===== src/rtl/usb_tx_if.sv =====
// Request/status and packet-buffer read signals between a host-side controller and usb_tx.
// append_crc exists only when USB_TX_CRC16_EN is defined.
interface usb_tx_if #(
  parameter int BUFFER_ADDRESS_WIDTH = 8
);
  logic                            start;
  logic [10:0]                     length;
`ifdef USB_TX_CRC16_EN
  logic                            append_crc;
`endif
  logic [BUFFER_ADDRESS_WIDTH-1:0] buffer_address;
  logic [31:0]                     buffer_read_value;
  logic                            busy;
  logic                            done;

`ifdef USB_TX_CRC16_EN
  modport master (output start, length, append_crc, buffer_read_value,
                  input  buffer_address, busy, done);
  modport slave  (input  start, length, append_crc, buffer_read_value,
                  output buffer_address, busy, done);
`else
  modport master (output start, length, buffer_read_value,
                  input  buffer_address, busy, done);
  modport slave  (input  start, length, buffer_read_value,
                  output buffer_address, busy, done);
`endif
endinterface


===== src/rtl/usb_tx.sv =====
// Full-speed USB packet transmitter: SYNC, NRZI/bit-stuffed payload, optional CRC16, EOP.
// Optional feature macro: USB_TX_CRC16_EN (append_crc port and CRC16 generator).
module usb_tx #(
  parameter int CLOCKS_PER_BIT       = 4,
  parameter int BUFFER_ADDRESS_WIDTH = 8
) (
  input  logic    clk48,
  input  logic    reset,
  usb_tx_if.slave bus,
  output logic    usb_oe,
  output logic    usb_d_p_out,
  output logic    usb_d_n_out
);
  localparam int TW = (CLOCKS_PER_BIT > 1) ? $clog2(CLOCKS_PER_BIT) : 1;
  localparam logic [TW-1:0] TICK_LAST = TW'(CLOCKS_PER_BIT - 1);

  typedef enum logic [2:0] {S_IDLE, S_SYNC, S_DATA, S_CRC, S_EOP_SE0, S_EOP_J} state_t;

  state_t                          state_q, state_d;
  logic [TW-1:0]                   tick_q, tick_d;
  logic [3:0]                      bit_cnt_q, bit_cnt_d;
  logic [10:0]                     byte_cnt_q, byte_cnt_d;
  logic [10:0]                     len_q, len_d;
  logic [15:0]                     shift_q, shift_d;
  logic [31:0]                     word_q, word_d;
  logic [2:0]                      ones_q, ones_d;
  logic                            nrzi_q, nrzi_d;
  logic [BUFFER_ADDRESS_WIDTH-1:0] addr_q, addr_d;
  logic                            issue_q, issue_d;
  logic                            fetch_q, fetch_d;
  logic                            busy_q, busy_d;
  logic                            done_q, done_d;
  logic                            oe_q, oe_d;
  logic                            dp_q, dp_d;
  logic                            dn_q, dn_d;
`ifdef USB_TX_CRC16_EN
  logic [15:0]                     crc_q, crc_d;
  logic                            crc_en_q, crc_en_d;
`endif

  logic [7:0] cur_byte;
  logic       send_bit;
  logic       bit_val;
  logic       enter_tail;

  assign cur_byte = word_q[{byte_cnt_q[1:0], 3'b000} +: 8];

  always_comb begin
    state_d    = state_q;
    tick_d     = tick_q;
    bit_cnt_d  = bit_cnt_q;
    byte_cnt_d = byte_cnt_q;
    len_d      = len_q;
    shift_d    = shift_q;
    word_d     = word_q;
    ones_d     = ones_q;
    nrzi_d     = nrzi_q;
    addr_d     = addr_q;
    issue_d    = 1'b0;
    fetch_d    = issue_q;
    busy_d     = busy_q;
    done_d     = 1'b0;
    oe_d       = oe_q;
    dp_d       = dp_q;
    dn_d       = dn_q;
`ifdef USB_TX_CRC16_EN
    crc_d      = crc_q;
    crc_en_d   = crc_en_q;
`endif
    send_bit   = 1'b0;
    bit_val    = 1'b0;
    enter_tail = 1'b0;

    // The buffer answers one cycle after the address is presented.
    if (fetch_q) word_d = bus.buffer_read_value;

    if (state_q == S_IDLE) begin
      if (bus.start) begin
        // First SYNC bit (a 0) goes out now: J toggles to K.
        state_d    = S_SYNC;
        len_d      = bus.length;
        tick_d     = '0;
        bit_cnt_d  = 4'd1;
        byte_cnt_d = '0;
        shift_d    = 16'h0040;
        ones_d     = 3'd0;
        nrzi_d     = 1'b0;
        dp_d       = 1'b0;
        dn_d       = 1'b1;
        oe_d       = 1'b1;
        busy_d     = 1'b1;
        addr_d     = '0;
        issue_d    = 1'b1;
`ifdef USB_TX_CRC16_EN
        crc_d      = 16'hFFFF;
        crc_en_d   = bus.append_crc;
`endif
      end
    end else if (tick_q != TICK_LAST) begin
      tick_d = tick_q + 1'b1;
    end else begin
      tick_d = '0;
      if (ones_q == 3'd6) begin
        send_bit = 1'b1;
      end else begin
        case (state_q)
          S_SYNC: begin
            send_bit  = 1'b1;
            bit_val   = shift_q[0];
            shift_d   = {1'b0, shift_q[15:1]};
            bit_cnt_d = bit_cnt_q + 4'd1;
            if (bit_cnt_q == 4'd7) begin
              bit_cnt_d = 4'd0;
              if (len_q != 11'd0) state_d = S_DATA;
              else                enter_tail = 1'b1;
            end
          end
          S_DATA: begin
            send_bit = 1'b1;
            if (bit_cnt_q == 4'd0) begin
              bit_val = cur_byte[0];
              shift_d = {9'd0, cur_byte[7:1]};
              // Last byte of this word is now held in shift_q, so word_q may be refilled.
              if (byte_cnt_q[1:0] == 2'd3 && (byte_cnt_q + 11'd1) != len_q) begin
                addr_d  = addr_q + 1'b1;
                issue_d = 1'b1;
              end
            end else begin
              bit_val = shift_q[0];
              shift_d = {1'b0, shift_q[15:1]};
            end
`ifdef USB_TX_CRC16_EN
            if (byte_cnt_q != 11'd0)
              crc_d = {1'b0, crc_q[15:1]} ^ ((crc_q[0] ^ bit_val) ? 16'hA001 : 16'h0000);
`endif
            bit_cnt_d = bit_cnt_q + 4'd1;
            if (bit_cnt_q == 4'd7) begin
              bit_cnt_d  = 4'd0;
              byte_cnt_d = byte_cnt_q + 11'd1;
              if ((byte_cnt_q + 11'd1) == len_q) enter_tail = 1'b1;
            end
          end
`ifdef USB_TX_CRC16_EN
          S_CRC: begin
            send_bit  = 1'b1;
            bit_val   = shift_q[0];
            shift_d   = {1'b0, shift_q[15:1]};
            bit_cnt_d = bit_cnt_q + 4'd1;
            if (bit_cnt_q == 4'd15) begin
              bit_cnt_d = 4'd0;
              state_d   = S_EOP_SE0;
            end
          end
`endif
          S_EOP_SE0: begin
            dp_d      = 1'b0;
            dn_d      = 1'b0;
            nrzi_d    = 1'b1;
            bit_cnt_d = bit_cnt_q + 4'd1;
            if (bit_cnt_q == 4'd1) begin
              bit_cnt_d = 4'd0;
              state_d   = S_EOP_J;
            end
          end
          S_EOP_J: begin
            if (bit_cnt_q == 4'd0) begin
              dp_d      = 1'b1;
              dn_d      = 1'b0;
              bit_cnt_d = 4'd1;
            end else begin
              bit_cnt_d = 4'd0;
              state_d   = S_IDLE;
              busy_d    = 1'b0;
              oe_d      = 1'b0;
              done_d    = 1'b1;
            end
          end
          default: state_d = S_IDLE;
        endcase

        if (enter_tail) begin
          bit_cnt_d = 4'd0;
          state_d   = S_EOP_SE0;
`ifdef USB_TX_CRC16_EN
          if (crc_en_q) begin
            state_d = S_CRC;
            shift_d = ~crc_d;
          end
`endif
        end
      end

      if (send_bit) begin
        nrzi_d = bit_val ? nrzi_q : ~nrzi_q;
        ones_d = bit_val ? (ones_q + 3'd1) : 3'd0;
        dp_d   = nrzi_d;
        dn_d   = ~nrzi_d;
      end
    end
  end

  always_ff @(posedge clk48) begin
    if (reset) begin
      state_q    <= S_IDLE;
      tick_q     <= '0;
      bit_cnt_q  <= '0;
      byte_cnt_q <= '0;
      len_q      <= '0;
      shift_q    <= '0;
      word_q     <= '0;
      ones_q     <= '0;
      nrzi_q     <= 1'b1;
      addr_q     <= '0;
      issue_q    <= 1'b0;
      fetch_q    <= 1'b0;
      busy_q     <= 1'b0;
      done_q     <= 1'b0;
      oe_q       <= 1'b0;
      dp_q       <= 1'b1;
      dn_q       <= 1'b0;
`ifdef USB_TX_CRC16_EN
      crc_q      <= 16'hFFFF;
      crc_en_q   <= 1'b0;
`endif
    end else begin
      state_q    <= state_d;
      tick_q     <= tick_d;
      bit_cnt_q  <= bit_cnt_d;
      byte_cnt_q <= byte_cnt_d;
      len_q      <= len_d;
      shift_q    <= shift_d;
      word_q     <= word_d;
      ones_q     <= ones_d;
      nrzi_q     <= nrzi_d;
      addr_q     <= addr_d;
      issue_q    <= issue_d;
      fetch_q    <= fetch_d;
      busy_q     <= busy_d;
      done_q     <= done_d;
      oe_q       <= oe_d;
      dp_q       <= dp_d;
      dn_q       <= dn_d;
`ifdef USB_TX_CRC16_EN
      crc_q      <= crc_d;
      crc_en_q   <= crc_en_d;
`endif
    end
  end

  assign bus.buffer_address = addr_q;
  assign bus.busy           = busy_q;
  assign bus.done           = done_q;
  assign usb_oe             = oe_q;
  assign usb_d_p_out        = dp_q;
  assign usb_d_n_out        = dn_q;
endmodule


===== src/flat_wrapper.sv =====
// flat-port wrapper written by rule: the top's interface ports become plain ports
module usb_tx_flat 
#(
  parameter int CLOCKS_PER_BIT       = 4,
  parameter int BUFFER_ADDRESS_WIDTH = 8
)
  (clk48, reset, usb_oe, usb_d_p_out, usb_d_n_out, bus_start, bus_length, bus_buffer_read_value, bus_buffer_address, bus_busy, bus_done);
  usb_tx_if #(.BUFFER_ADDRESS_WIDTH(BUFFER_ADDRESS_WIDTH)) bus_i ();
  input  logic clk48;
  input  logic reset;
  output logic usb_oe;
  output logic usb_d_p_out;
  output logic usb_d_n_out;
  input wire logic [$bits(bus_i.start)-1:0] bus_start;
  input wire logic [$bits(bus_i.length)-1:0] bus_length;
  input wire logic [$bits(bus_i.buffer_read_value)-1:0] bus_buffer_read_value;
  output wire logic [$bits(bus_i.buffer_address)-1:0] bus_buffer_address;
  output wire logic [$bits(bus_i.busy)-1:0] bus_busy;
  output wire logic [$bits(bus_i.done)-1:0] bus_done;
  assign bus_i.start = bus_start;
  assign bus_i.length = bus_length;
  assign bus_i.buffer_read_value = bus_buffer_read_value;
  assign bus_buffer_address = bus_i.buffer_address;
  assign bus_busy = bus_i.busy;
  assign bus_done = bus_i.done;
  usb_tx #(.CLOCKS_PER_BIT(CLOCKS_PER_BIT), .BUFFER_ADDRESS_WIDTH(BUFFER_ADDRESS_WIDTH)) u_core (.clk48(clk48), .reset(reset), .bus(bus_i), .usb_oe(usb_oe), .usb_d_p_out(usb_d_p_out), .usb_d_n_out(usb_d_n_out));
endmodule

===== config.mk =====
export PLATFORM = sky130hd
export DESIGN_NAME = usb_tx_flat
export DESIGN_NICKNAME = d
export VERILOG_FILES = /design/src/rtl/usb_tx_if.sv /design/src/rtl/usb_tx.sv /design/src/flat_wrapper.sv
export SDC_FILE = /design/constraint.sdc
export NUM_CORES = 1
export LEC_CHECK = 0
export BUFFER_PORTS_ARGS = -buffer_cell sky130_fd_sc_hd__buf_2
export CAP_MARGIN = 20
export CORE_MARGIN = 2
export CORE_UTILIZATION = 40
export CTS_CLUSTER_SIZE = 30
export DETAILED_ROUTE_END_ITERATION = 7
export SLEW_MARGIN = 0
export SYNTH_ARGS = -nofsm -noshare
export SYNTH_HDL_FRONTEND = slang
export SYNTH_SLANG_ARGS = --single-unit

===== constraint.sdc =====
create_clock -name clk48 -period 2.6 [get_ports clk48]
set_clock_uncertainty 0.2 [all_clocks]
set_input_delay 0.52 -clock clk48 [delete_from_list [all_inputs] [get_ports clk48]]
set_output_delay 0.52 -clock clk48 [all_outputs]
set_load 0.05 [all_outputs]

==> flow_summary.json <==
{
  "num_vias": 3894,
  "io_buffers": 58,
  "fin_util_pct": 48.48,
  "core_um2": 10790,
  "reg2regPathDepth": 8,
  "finalNetCount": 633,
  "yosysWarnings": 0,
  "power_leakage_nw": 2.008,
  "worstSetupPathType": "flop to flop",
  "synth_cells": 512,
  "avgSynthCellArea_um2": 8.580,
  "hpwl_um": 7603,
  "clk_pin_slew_ps": 100,
  "synth_cell_types": 65,
  "synthToLayoutAreaGrowth_pct": 19.11,
  "clkLatencyLatePin_ps": 350,
  "post-route-cell-area_um2": 5233,
  "finalMaxSlewViolations": 0,
  "multi_input_area_um2": 2476,
  "wl_per_cell_um": 14.33,
  "gr-total-overflow": 0,
  "outcome": "finished, final reports clean",
  "dpl_cell_area_um2": 4938,
  "power_mw": 3.016,
  "ios": 59,
  "via_per_inst": 5.378,
  "cts.sinks": 88,
  "arrival_ps": 2530,
  "antennaDiodeCount": 0,
  "grt_max_degree": 34,
  "yosysSeqAreaShare_pct": 40.10,
  "min_period_ps": 2488,
  "syn-cell-area_um2": 4393,
  "fp.dieW_um": 108.8,
  "htree_levels": 3,
  "fillers": 1043,
  "first_pass_iters": 4,
  "drc": 0,
  "drtIter0Drc": 168,
  "hold_class": "input port to flop",
  "grt_busiest_layer": "met2",
  "cts_buffer_depth": 2,
  "synth_top_area_share_pct": 40.10,
  "synth_ff_type": "dfxtp_1",
  "grt_antenna_before_repair": 0,
  "gp_congestion": 0.8745,
  "relSlewSlack_pct": 53.95,
  "drive_gt1_share_pct": 22.77,
  "r2r_end": "u_core.bus.buffer_address[7]",
  "tns_ps": 0,
  "cp-start-kind": "flop",
  "path_max_fanout": 17,
  "post-route-period-util_pct": 95.70,
  "root_buffer": "clkbuf_8",
  "fmax_mhz": 401.9,
  "use_met2_pct": 29.29,
  "hold_buffers": 0,
  "die_h_um": 108.8,
  "worst-slew-pin-transition_ps": 690.8,
  "synth.most_common_cell": "dfxtp_1",
  "cts_tree": "built",
  "numCtsBuffers": 9,
  "ir_worst_vdd_mv": 0.3405,
  "synth.largest_area_cell": "dfxtp_1",
  "synth_area_leaders": "dfxtp_1 (40%), mux2i_1 (8.4%), nor2_1 (6.7%)",
  "finish.cell_count_without_fillers": 724,
  "synth_common_cells": "dfxtp_1 (88), nor2_1 (78), nand2_1 (49)",
  "syn_nets": 566,
  "regArea_um2": 1765,
  "crit_path_start": "u_core.byte_cnt_q[0]",
  "end_kind": "flop",
  "power.density_nw_per_um2": 576.5,
  "postRouteAntennaNets": 0,
  "grt.total_usage_pct": 18.41,
  "rows": 38,
  "rsz0062_at_grt": "false",
  "worstPathRequired_ps": 2650,
  "start_util_pct": 40.70,
  "endpoint": "u_core.bus.buffer_address[7]",
  "use_met3_pct": 2.750,
  "drv_cap": 0,
  "setup_viol": 0,
  "reg2reg_from": "u_core.byte_cnt_q[0]",
  "async_flop_share_pct": 0,
  "synth.ff_latch_count": 88,
  "grt_pass1_vias": 3604,
  "die_area_um2": 11840,
  "wl_um": 10370,
  "rrSetupSlack_ps": 110,
  "placed_cells": 707,
  "grt_pass1_wl_um": 17390,
  "synth_edf_count": 0,
  "gr-usage-met1_pct": 25.94,
  "final_hold_viol_count": 0
}
[registers in the layout, indices dropped and copies added, names as in the netlist]
name and count:
u_core.state_q 3, u_core.bus.buffer_address 8, u_core.bus.busy 1, u_core.usb_d_p_out 1, u_core.len_q 11, u_core.tick_q 2
u_core.fetch_q 1, u_core.shift_q 7, u_core.usb_d_n_out 1, u_core.bit_cnt_q 4, u_core.bus.done 1, u_core.ones_q 3
u_core.word_q 32, u_core.nrzi_q 1, u_core.fetch_d 1, u_core.byte_cnt_q 11
[routing by layer]
| metal | wire, µm | share of wire, % |
|---|---|---|
| met3 | 375 | 3.6 |
| met4 | 75 | 0.72 |
| met5 | 0 | 0 |
| met2 | 4841 | 47 |
| met1 | 5079 | 49 |
[how the worst min path moves through the flow]
stage / start / endpoint / slack [ps] / depth (start not counted)
final: bus_length[7] / u_core.len_q[7] / 190 / 3
after global routing: bus_length[8] / u_core.len_q[8] / 180 / 3
after CTS: bus_length[7] / u_core.len_q[7] / 180 / 3
after detailed placement: u_core.fetch_d / u_core.fetch_q / 220 / 1
after global placement: u_core.fetch_d / u_core.fetch_q / 230 / 1
after floorplan: u_core.fetch_d / u_core.fetch_q / 210 / 1
[per-stage QoR]
| stage | hold WS (ps) | setup WS [ps] |
|---|---|---|
| global route | 184.7 | 1.698 |
| finish | 189.8 | 111.8 |
| CTS | 177.7 | 50.34 |
| global placement | 228.6 | 164.1 |
| floorplan | 213.8 | 43.58 |
| detailed placement | 222.9 | 72.91 |
[critical path, cell delays in order, from the launching register on]
cell and delay [ps]:
dfxtp_1 340, ha_1 170, and3_4 220, nand2_2 60, or4b_4 530, a221oi_2 350, a31o_4 300, or4_1 150
a21oi_1 60
[cell type report]
type / instances / area share [%]
clock inverters: 7 / 2.798
repair buffers: 87 / 9.708
multi-input cells: 383 / 47.32
flip-flops and latches: 88 / 33.74
inverters: 10 / 0.7174
clock buffers: 9 / 2.367
well taps: 140 / 3.348
[power by group]
group | switching [mW] | internal [mW]
sequential | 0.0388 | 1.39
clock | 0.518 | 0.746
combinational | 0.186 | 0.135
[cells in the final DEF (no fill, tap or decap), drive strengths merged, types with 4 or more instances in the layout]
master / instances
or3: 11
nor2: 79
mux2i: 37
and2: 4
nand2: 50
mux4: 8
inv: 13
a211oi: 4
nand3: 12
bufinv: 4
and3: 5
buf: 87
xnor2: 12
xor2: 4
nor4: 4
or2: 5
o21ai: 22
a21oi: 44
dfxtp: 88
ha: 8
a31oi: 10
clkbuf: 9
nor3: 9
nand3b: 4
[logic make-up (layout without fill, tap and decap cells)]
family | Yosys count | count (layout) | synth area share (%)
AO/OA/AOI/OAI | 111 | 111 | 15.86
flip-flops | 88 | 88 | 40.10
XOR/XNOR | 16 | 16 | 3.190
multiplexers | 45 | 45 | 12.53
adder cells (fa/ha/maj) | 9 | 9 | 2.507
buffers and inverters | 41 | 113 | 3.845
AND/OR/NAND/NOR | 202 | 202 | 21.96
[what timing repair did]
| action | in CTS | in global routing |
|---|---|---|
| resized for setup | 0 | 5 |
| hold endpoints to repair | 0 | 0 |
| setup endpoints to repair | 0 | 10 |
| setup buffers | 0 | 1 |
Power figures use the tool's default switching activity.
